--- src/rtl/pipe_add_sub.sv ---
`default_nettype none
//==============================================================================
// Module      : pipe_add_sub
// Description : Pipelined WIDTH-bit adder/subtractor, one chunk per stage, with
//               valid/ready streaming. Optional clamp on signed overflow when
//               SATURATE_EN is defined.
// Revision    : 1.0 - initial release
//==============================================================================
module pipe_add_sub #(
    parameter int WIDTH  = 8,
    parameter int STAGES = 2
) (
    input  logic             clk,
    input  logic             rst_n,
    input  logic             in_valid,
    output logic             in_ready,
    input  logic [WIDTH-1:0] a,
    input  logic [WIDTH-1:0] b,
    input  logic             sub,
    output logic             out_valid,
    input  logic             out_ready,
    output logic [WIDTH-1:0] sum,
    output logic             carry_out,
    output logic             overflow
);

    localparam int c_CHUNK = WIDTH / STAGES;

    if (WIDTH % STAGES != 0) begin : g_width_chk
        $error("pipe_add_sub: WIDTH must be a multiple of STAGES");
    end
    if (STAGES < 1 || STAGES > WIDTH) begin : g_stages_chk
        $error("pipe_add_sub: STAGES must be in 1..WIDTH");
    end

    logic             w_adv;
    logic             r_out_valid;
    logic [WIDTH-1:0] r_sum;
    logic             r_carry;
    logic             r_ovf;

    // Per-stage inputs: index 0 comes from the ports, index k from stage k-1 registers
    logic [WIDTH-1:0] w_a   [STAGES];
    logic [WIDTH-1:0] w_b   [STAGES];
    logic [WIDTH-1:0] w_sum [STAGES];
    logic             w_sub [STAGES];
    logic             w_cin [STAGES];
    logic             w_vld [STAGES];

    assign w_adv     = ~r_out_valid | out_ready;
    assign in_ready  = w_adv;
    assign out_valid = r_out_valid;
    assign sum       = r_sum;
    assign carry_out = r_carry;
    assign overflow  = r_ovf;

    assign w_a[0]   = a;
    assign w_b[0]   = b;
    assign w_sum[0] = '0;
    assign w_sub[0] = sub;
    assign w_cin[0] = sub;
    assign w_vld[0] = in_valid;

    for (genvar k = 0; k < STAGES; k++) begin : g_stage
        logic [c_CHUNK:0]   w_part;
        logic [WIDTH-1:0]   w_nsum;

        always_comb begin
            w_part = {1'b0, w_a[k][k*c_CHUNK +: c_CHUNK]}
                   + {1'b0, w_b[k][k*c_CHUNK +: c_CHUNK] ^ {c_CHUNK{w_sub[k]}}}
                   + {{c_CHUNK{1'b0}}, w_cin[k]};
            w_nsum = w_sum[k];
            w_nsum[k*c_CHUNK +: c_CHUNK] = w_part[c_CHUNK-1:0];
        end

        if (k < STAGES - 1) begin : g_mid
            logic             r_vld;
            logic             r_sub;
            logic             r_cy;
            logic [WIDTH-1:0] r_a;
            logic [WIDTH-1:0] r_b;
            logic [WIDTH-1:0] r_psum;

            always_ff @(posedge clk or negedge rst_n) begin
                if (!rst_n) begin
                    r_vld  <= 1'b0;
                    r_sub  <= 1'b0;
                    r_cy   <= 1'b0;
                    r_a    <= '0;
                    r_b    <= '0;
                    r_psum <= '0;
                end else if (w_adv) begin
                    r_vld  <= w_vld[k];
                    r_sub  <= w_sub[k];
                    r_cy   <= w_part[c_CHUNK];
                    r_a    <= w_a[k];
                    r_b    <= w_b[k];
                    r_psum <= w_nsum;
                end
            end

            assign w_a[k+1]   = r_a;
            assign w_b[k+1]   = r_b;
            assign w_sum[k+1] = r_psum;
            assign w_sub[k+1] = r_sub;
            assign w_cin[k+1] = r_cy;
            assign w_vld[k+1] = r_vld;
        end else begin : g_last
            logic             w_ovf;
            logic [WIDTH-1:0] w_res;

            always_comb begin
                w_ovf = (w_a[k][WIDTH-1] ~^ (w_b[k][WIDTH-1] ^ w_sub[k]))
                      & (w_nsum[WIDTH-1] ^ w_a[k][WIDTH-1]);
                w_res = w_nsum;
`ifdef SATURATE_EN
                // Clamp toward the sign of A: only same-sign operands can overflow
                if (w_ovf) begin
                    w_res = w_a[k][WIDTH-1] ? {1'b1, {(WIDTH-1){1'b0}}}
                                            : {1'b0, {(WIDTH-1){1'b1}}};
                end
`endif
            end

            always_ff @(posedge clk or negedge rst_n) begin
                if (!rst_n) begin
                    r_out_valid <= 1'b0;
                    r_sum       <= '0;
                    r_carry     <= 1'b0;
                    r_ovf       <= 1'b0;
                end else if (w_adv) begin
                    r_out_valid <= w_vld[k];
                    r_sum       <= w_res;
                    r_carry     <= w_part[c_CHUNK];
                    r_ovf       <= w_ovf;
                end
            end
        end
    end

endmodule
`default_nettype wire

--- config.mk ---
export PLATFORM = sky130hd
export DESIGN_NAME = pipe_add_sub
export DESIGN_NICKNAME = d
export VERILOG_FILES = /design/src/rtl/pipe_add_sub.sv
export SDC_FILE = /design/constraint.sdc
export NUM_CORES = 1
export LEC_CHECK = 0
export CAP_MARGIN = 20
export CELL_PAD_IN_SITES_DETAIL_PLACEMENT = 1
export CELL_PAD_IN_SITES_GLOBAL_PLACEMENT = 1
export CORE_MARGIN = 8
export CORE_UTILIZATION = 39
export DETAILED_ROUTE_END_ITERATION = 16
export PLACE_DENSITY_LB_ADDON = 0.3
export SETUP_SLACK_MARGIN = 0.02
export SLEW_MARGIN = 0
export SYNTH_ARGS = -nofsm -noshare
export SYNTH_HDL_FRONTEND = slang
export SYNTH_SLANG_ARGS = --single-unit
--- constraint.sdc ---
create_clock -name clk -period 4.8 [get_ports clk]
set_input_delay 0.72 -clock clk [delete_from_list [all_inputs] [get_ports clk]]
set_output_delay 0.72 -clock clk [all_outputs]
set_load 0.005 [all_outputs]
* Word-level counts from Yosys, hierarchy flattened
Cells that the tools add are included.
Operators by class: add/sub/neg operators 4, bitwise logic cells 8
Operators by type and width (count):
- adder 4 x 4 -> 5 bit | 2
- adder 5 x 1 -> 5 bit | 2
- bitwise XOR 4 bit | 2
- bitwise XOR 1 bit | 2
- AND 1 bit | 1
- NOT 1 bit | 1
- bitwise OR 1 bit | 1
- XNOR 1 bit | 1
Word-level totals: bits in registers 34, bits of input ports 21, output and inout bits 12, word-level logic and storage cells 22

* Longest topological paths before layout
word-level depth 5, depth in mapped cells 8, mapped depth without buffers 7

* Worst setup path before layout
Ideal clock, no wire load.
path kind input-to-output, start point input port out_ready, end point output port in_ready, data arrival time 1.322 ns, required time 4.080 ns, path slack 2.758 ns, cell stages on the path 4, path buffers 2, path through nor2b_1 -> buf_4 -> clkinv_1 -> buf_2
Between the ends: longest elaborated chain between the ends 1
RTL lines:
- start, declared | line 21 | input logic out_ready,
- bitwise OR 1 bit | line 50 | assign w_adv = ~r_out_valid | out_ready;
- end, declared | line 16 | output logic in_ready,
No other way between the ends.

* Worst setup path in the final report
Ends and elaborated chain as after synthesis.

==> load_flow_metrics.sql <==
INSERT INTO impl_metrics (metric_group, metric, value, unit) VALUES
('synthesis', 'seq_area_frac_synth', '0.494', ''),
('die', 'dieWidth', '74.1', 'microns'),
('synthesis', 'synth_seq_cells', '26', ''),
('global_route', 'grt_overflow', '0', ''),
('min_path', 'timing.hold.worst_path_depth', '2', ''),
('synthesis', 'synth_top_area_share', '0.494', ''),
('outcome', 'status', 'finished, final reports clean', ''),
('synthesis', 'syn_avg_cell_area', '9.61', 'sq um'),
('min_path', 'hold_path_startpoint', 'g_stage[0].g_mid.r_vld', ''),
('global_route', 'largest_net_degree_at_the_start_of_global_routing', '29', ''),
('timing', 'slew_headroom', '0.771', ''),
('synthesis', 'synth_cell_type_count', '32', ''),
('worst_setup_path', 'timing.reg2reg.setup_slack', '2.82', 'ns'),
('flow_run', 'drv.max_cap_violation_count', '0', ''),
('cells_and_area', 'layout.nets', '201', ''),
('timing', 'timing.final.setup_violations', '0', ''),
('worst_setup_path', 'critPathTopFamily', 'buffers and inverters', ''),
('cells_and_area', 'multi_input_area', '624', 'sq um'),
('drt', 'wl_per_cell', '14.4', 'microns'),
('timing', 'setup_total_negative_slack', '0', 'ns'),
('clocking', 'clock-root-buffer', 'sky130_fd_sc_hd__clkbuf_4', ''),
('worst_setup_path', 'timing.rr.start', 'g_stage[0].g_mid.r_sub', ''),
('synthesis', 'synth_top_flop_cell', 'sky130_fd_sc_hd__dfrtp_1', ''),
('global_route', 'grt_first_pass_wirelength', '5.47', 'mm'),
('min_path', 'whs_endpoint', 'g_stage[0].g_mid.r_vld', ''),
('cells_and_area', 'num_antenna_cells', '0', ''),
('synthesis', 'syn_nets', '167', ''),
('pwr', 'peakVddDrop', '190', 'uV'),
('timing', 'clock-skew-final', '0.00945', 'ns'),
('clocking', 'cts_buffers', '3', ''),
('die', 'die_height', '74.1', 'microns'),
('timing', 'timing.final.crit_share', '0.603', ''),
('drt', 'drt-initial-drc-count', '40', ''),
('worst_setup_path', 'setup.worst_path.start_class', 'input port', ''),
('die', 'fp-row-count', '21', ''),
('synthesis', 'ys_top_cells_by_area', 'sky130_fd_sc_hd__dfrtp_1, sky130_fd_sc_hd__nand2_1, sky130_fd_sc_hd__ha_1', ''),
('clocking', 'cts_num_sinks', '26', ''),
('worst_setup_path', 'critPathCaptureType', 'output port', ''),
('timing', 'rsz_0062_raised_after_global_routing', 'no', ''),
('clocking', 'post_cts.repair.setup_buffers', '0', ''),
('drt', 'drt.antenna.violating_nets', '0', ''),
('min_path', 'min_path_type', 'flop to flop', ''),
('worst_setup_path', 'cell_by_cell_listing_of_the_critical_path', 'clkdlybuf4s50_1 > nor2b_2 > buf_4 > clkinv_1 > clkdlybuf4s50_1', ''),
('placed_design', 'dpl-instance-area', '1690', 'sq um'),
('worst_setup_path', 'required_time_of_the_critical_path', '4.08', 'ns'),
('cells_and_area', 'seq_area', '651', 'sq um'),
('pwr', 'combinational_fraction_of_design_power', '0.383', ''),
('global_route', 'grt_antenna_before_repair', '0', ''),
('global_route', 'grtUsageTotal', '0.127', ''),
('global_route', 'grt_pass1_vias', '1183', ''),
('worst_setup_path', 'most_common_cell_on_crit_path', 'sky130_fd_sc_hd__clkdlybuf4s50_1', ''),
('drt', 'route.detailed.drc', '0', ''),
('clocking', 'clock_insertion_delay_worst_skew', '0.32', 'ns'),
('clocking', 'post_cts_hold_buffer_count', '0', ''),
('synthesis', 'syn_area', '1320', 'sq um'),
('worst_setup_path', 'criticalPathCategory', 'input port to output port', ''),
('drt', 'drt-pass1-iter-count', '4', ''),
('pwr', 'p_per_cell_area', '396', 'nW/um^2'),
('synthesis', 'netlist_instances', '137', ''),
('worst_setup_path', 'arrival', '2.17', 'ns'),
('clocking', 'h-tree-depth', '1', ''),
('synthesis', 'synth-edff-count', '0', ''),
('cells_and_area', 'final_area', '1730', 'sq um'),
('die', 'core-area', '3280', 'sq um'),
('worst_setup_path', 'regToRegEndpoint', 'overflow', ''),
('placed_design', 'dp_slack', '1.88', 'ns'),
('worst_setup_path', 'timing.critical_path.buf_inv', '4', ''),
('cells_and_area', 'flow.area_growth_from_synthesis', '31.2', '%'),
('pwr', 'pwr-share-clk', '0.166', ''),
('timing', 'clock.fmax', '346', 'MHz'),
('synthesis', 'synth_top_cell_by_area', 'sky130_fd_sc_hd__dfrtp_1', '');
## cells in the final DEF (no fill, tap or decap)
cell                              instances
sky130_fd_sc_hd__nand2_1                 49
sky130_fd_sc_hd__clkdlybuf4s50_1         32
sky130_fd_sc_hd__dfrtp_1                 26
sky130_fd_sc_hd__xor2_1                   6
sky130_fd_sc_hd__ha_1                     6
sky130_fd_sc_hd__xnor2_1                  4
sky130_fd_sc_hd__o21ai_0                  4
sky130_fd_sc_hd__nor2_1                   4
sky130_fd_sc_hd__a21oi_1                  4
sky130_fd_sc_hd__a21o_1                   4
sky130_fd_sc_hd__inv_1                    3
sky130_fd_sc_hd__fa_1                     3
sky130_fd_sc_hd__clkbuf_4                 3
sky130_fd_sc_hd__buf_4                    3
sky130_fd_sc_hd__mux2_4                   1
sky130_fd_sc_hd__nor2b_2                  1
sky130_fd_sc_hd__clkinv_1                 1
sky130_fd_sc_hd__o21ai_1                  1
sky130_fd_sc_hd__a211oi_1                 1
sky130_fd_sc_hd__nand2b_1                 1
sky130_fd_sc_hd__and3b_1                  1
sky130_fd_sc_hd__o211a_1                  1
sky130_fd_sc_hd__nor4_1                   1
sky130_fd_sc_hd__nor3_1                   1
sky130_fd_sc_hd__or3_1                    1
sky130_fd_sc_hd__a32o_1                   1
sky130_fd_sc_hd__and2_1                   1
sky130_fd_sc_hd__a2111o_1                 1
sky130_fd_sc_hd__nand4_1                  1
sky130_fd_sc_hd__nor3b_1                  1
sky130_fd_sc_hd__a31oi_1                  1
sky130_fd_sc_hd__and3_1                   1
sky130_fd_sc_hd__clkbuf_8                 1
## power by group through the flow
stage / combinational (W) / clock, W / sequential [W]
detailed placement: 0.000267 / 0 / 0.000314
floorplan: 0.000134 / 0 / 0.000309
global placement: 0.000254 / 0 / 0.000310
finish: 0.000261 / 0.000114 / 0.000308
CTS: 0.000269 / 0.000118 / 0.000309
global route: 0.000295 / 0.000125 / 0.000316
## layer usage
layer	vias up	share of wire	GRT usage
met5	-	0	0
met3	2	0.048	0.0283
li1	509	-	-
met2	17	0.52	0.230
met4	0	0.0055	0.0333
met1	515	0.43	0.146
## worst min-delay path: cells and delay by family, from the launching register on
family,cells,cell delay (ns)
and+or+nand+nor,2,0.10
DFF,1,0.36
## flip-flops by register name, indices dropped and copies added, names as in the netlist
| signal | flops |
|---|---|
| out_valid | 1 |
| g_stage.g_mid.r_sub | 1 |
| sum | 8 |
| overflow | 1 |
| g_stage.g_mid.r_cy | 1 |
| carry_out | 1 |
| g_stage.g_mid.r_psum | 4 |
| g_stage.g_mid.r_a | 4 |
| g_stage.g_mid.r_vld | 1 |
| g_stage.g_mid.r_b | 4 |
## metrics by stage
step           hold WS [ns]   util
5_1_grt               0.503  0.526
6_report              0.477  0.526
4_1_cts               0.484  0.526
3_3_place_gp          0.441  0.515
3_5_place_dp          0.452  0.515
2_1_floorplan         0.424      -
## synthesized netlist by cell type, types with 2 or more instances
cell	number
sky130_fd_sc_hd__xor2_1	6
sky130_fd_sc_hd__buf_2	2
sky130_fd_sc_hd__inv_1	3
sky130_fd_sc_hd__ha_1	6
sky130_fd_sc_hd__xnor2_1	4
sky130_fd_sc_hd__fa_1	3
sky130_fd_sc_hd__a21oi_1	4
sky130_fd_sc_hd__dfrtp_1	26
sky130_fd_sc_hd__nand2_1	49
sky130_fd_sc_hd__a21o_1	4
sky130_fd_sc_hd__nor2_1	4
sky130_fd_sc_hd__clkbuf_1	3
sky130_fd_sc_hd__o21ai_0	4
## worst max path at each step
stage | end | slack, ns | from | cells past startpoint
2_1_floorplan | in_ready | 2.76 | out_ready | 4
3_3_place_gp | in_ready | 1.96 | out_ready | 5
3_5_place_dp | in_ready | 1.88 | out_ready | 5
4_1_cts | in_ready | 1.88 | out_ready | 5
5_1_grt | in_ready | 1.82 | out_ready | 5
6_report | in_ready | 1.91 | out_ready | 5
## area by class of cell
class                      instances  share of cell area
sequential                        26               0.377
multi-input combinational        101               0.362
timing repair buffer              35               0.199
tap                               46              0.0333
clock buffer                       4              0.0210
inverter                           4             0.00870
## cell families (layout without fill, tap and decap cells)
family	count (synthesis)	count (layout)	share of synthesized area
and+or+nand+nor	63	63	0.201
DFF	26	26	0.494
AOI/OAI and AO/OA	18	18	0.0913
xor gates and xnor gates	10	10	0.0665
buffers and inverters	10	43	0.0333
adders and majority gates	9	9	0.103
muxes	1	1	0.0114
(Power assumes the default switching activity.)
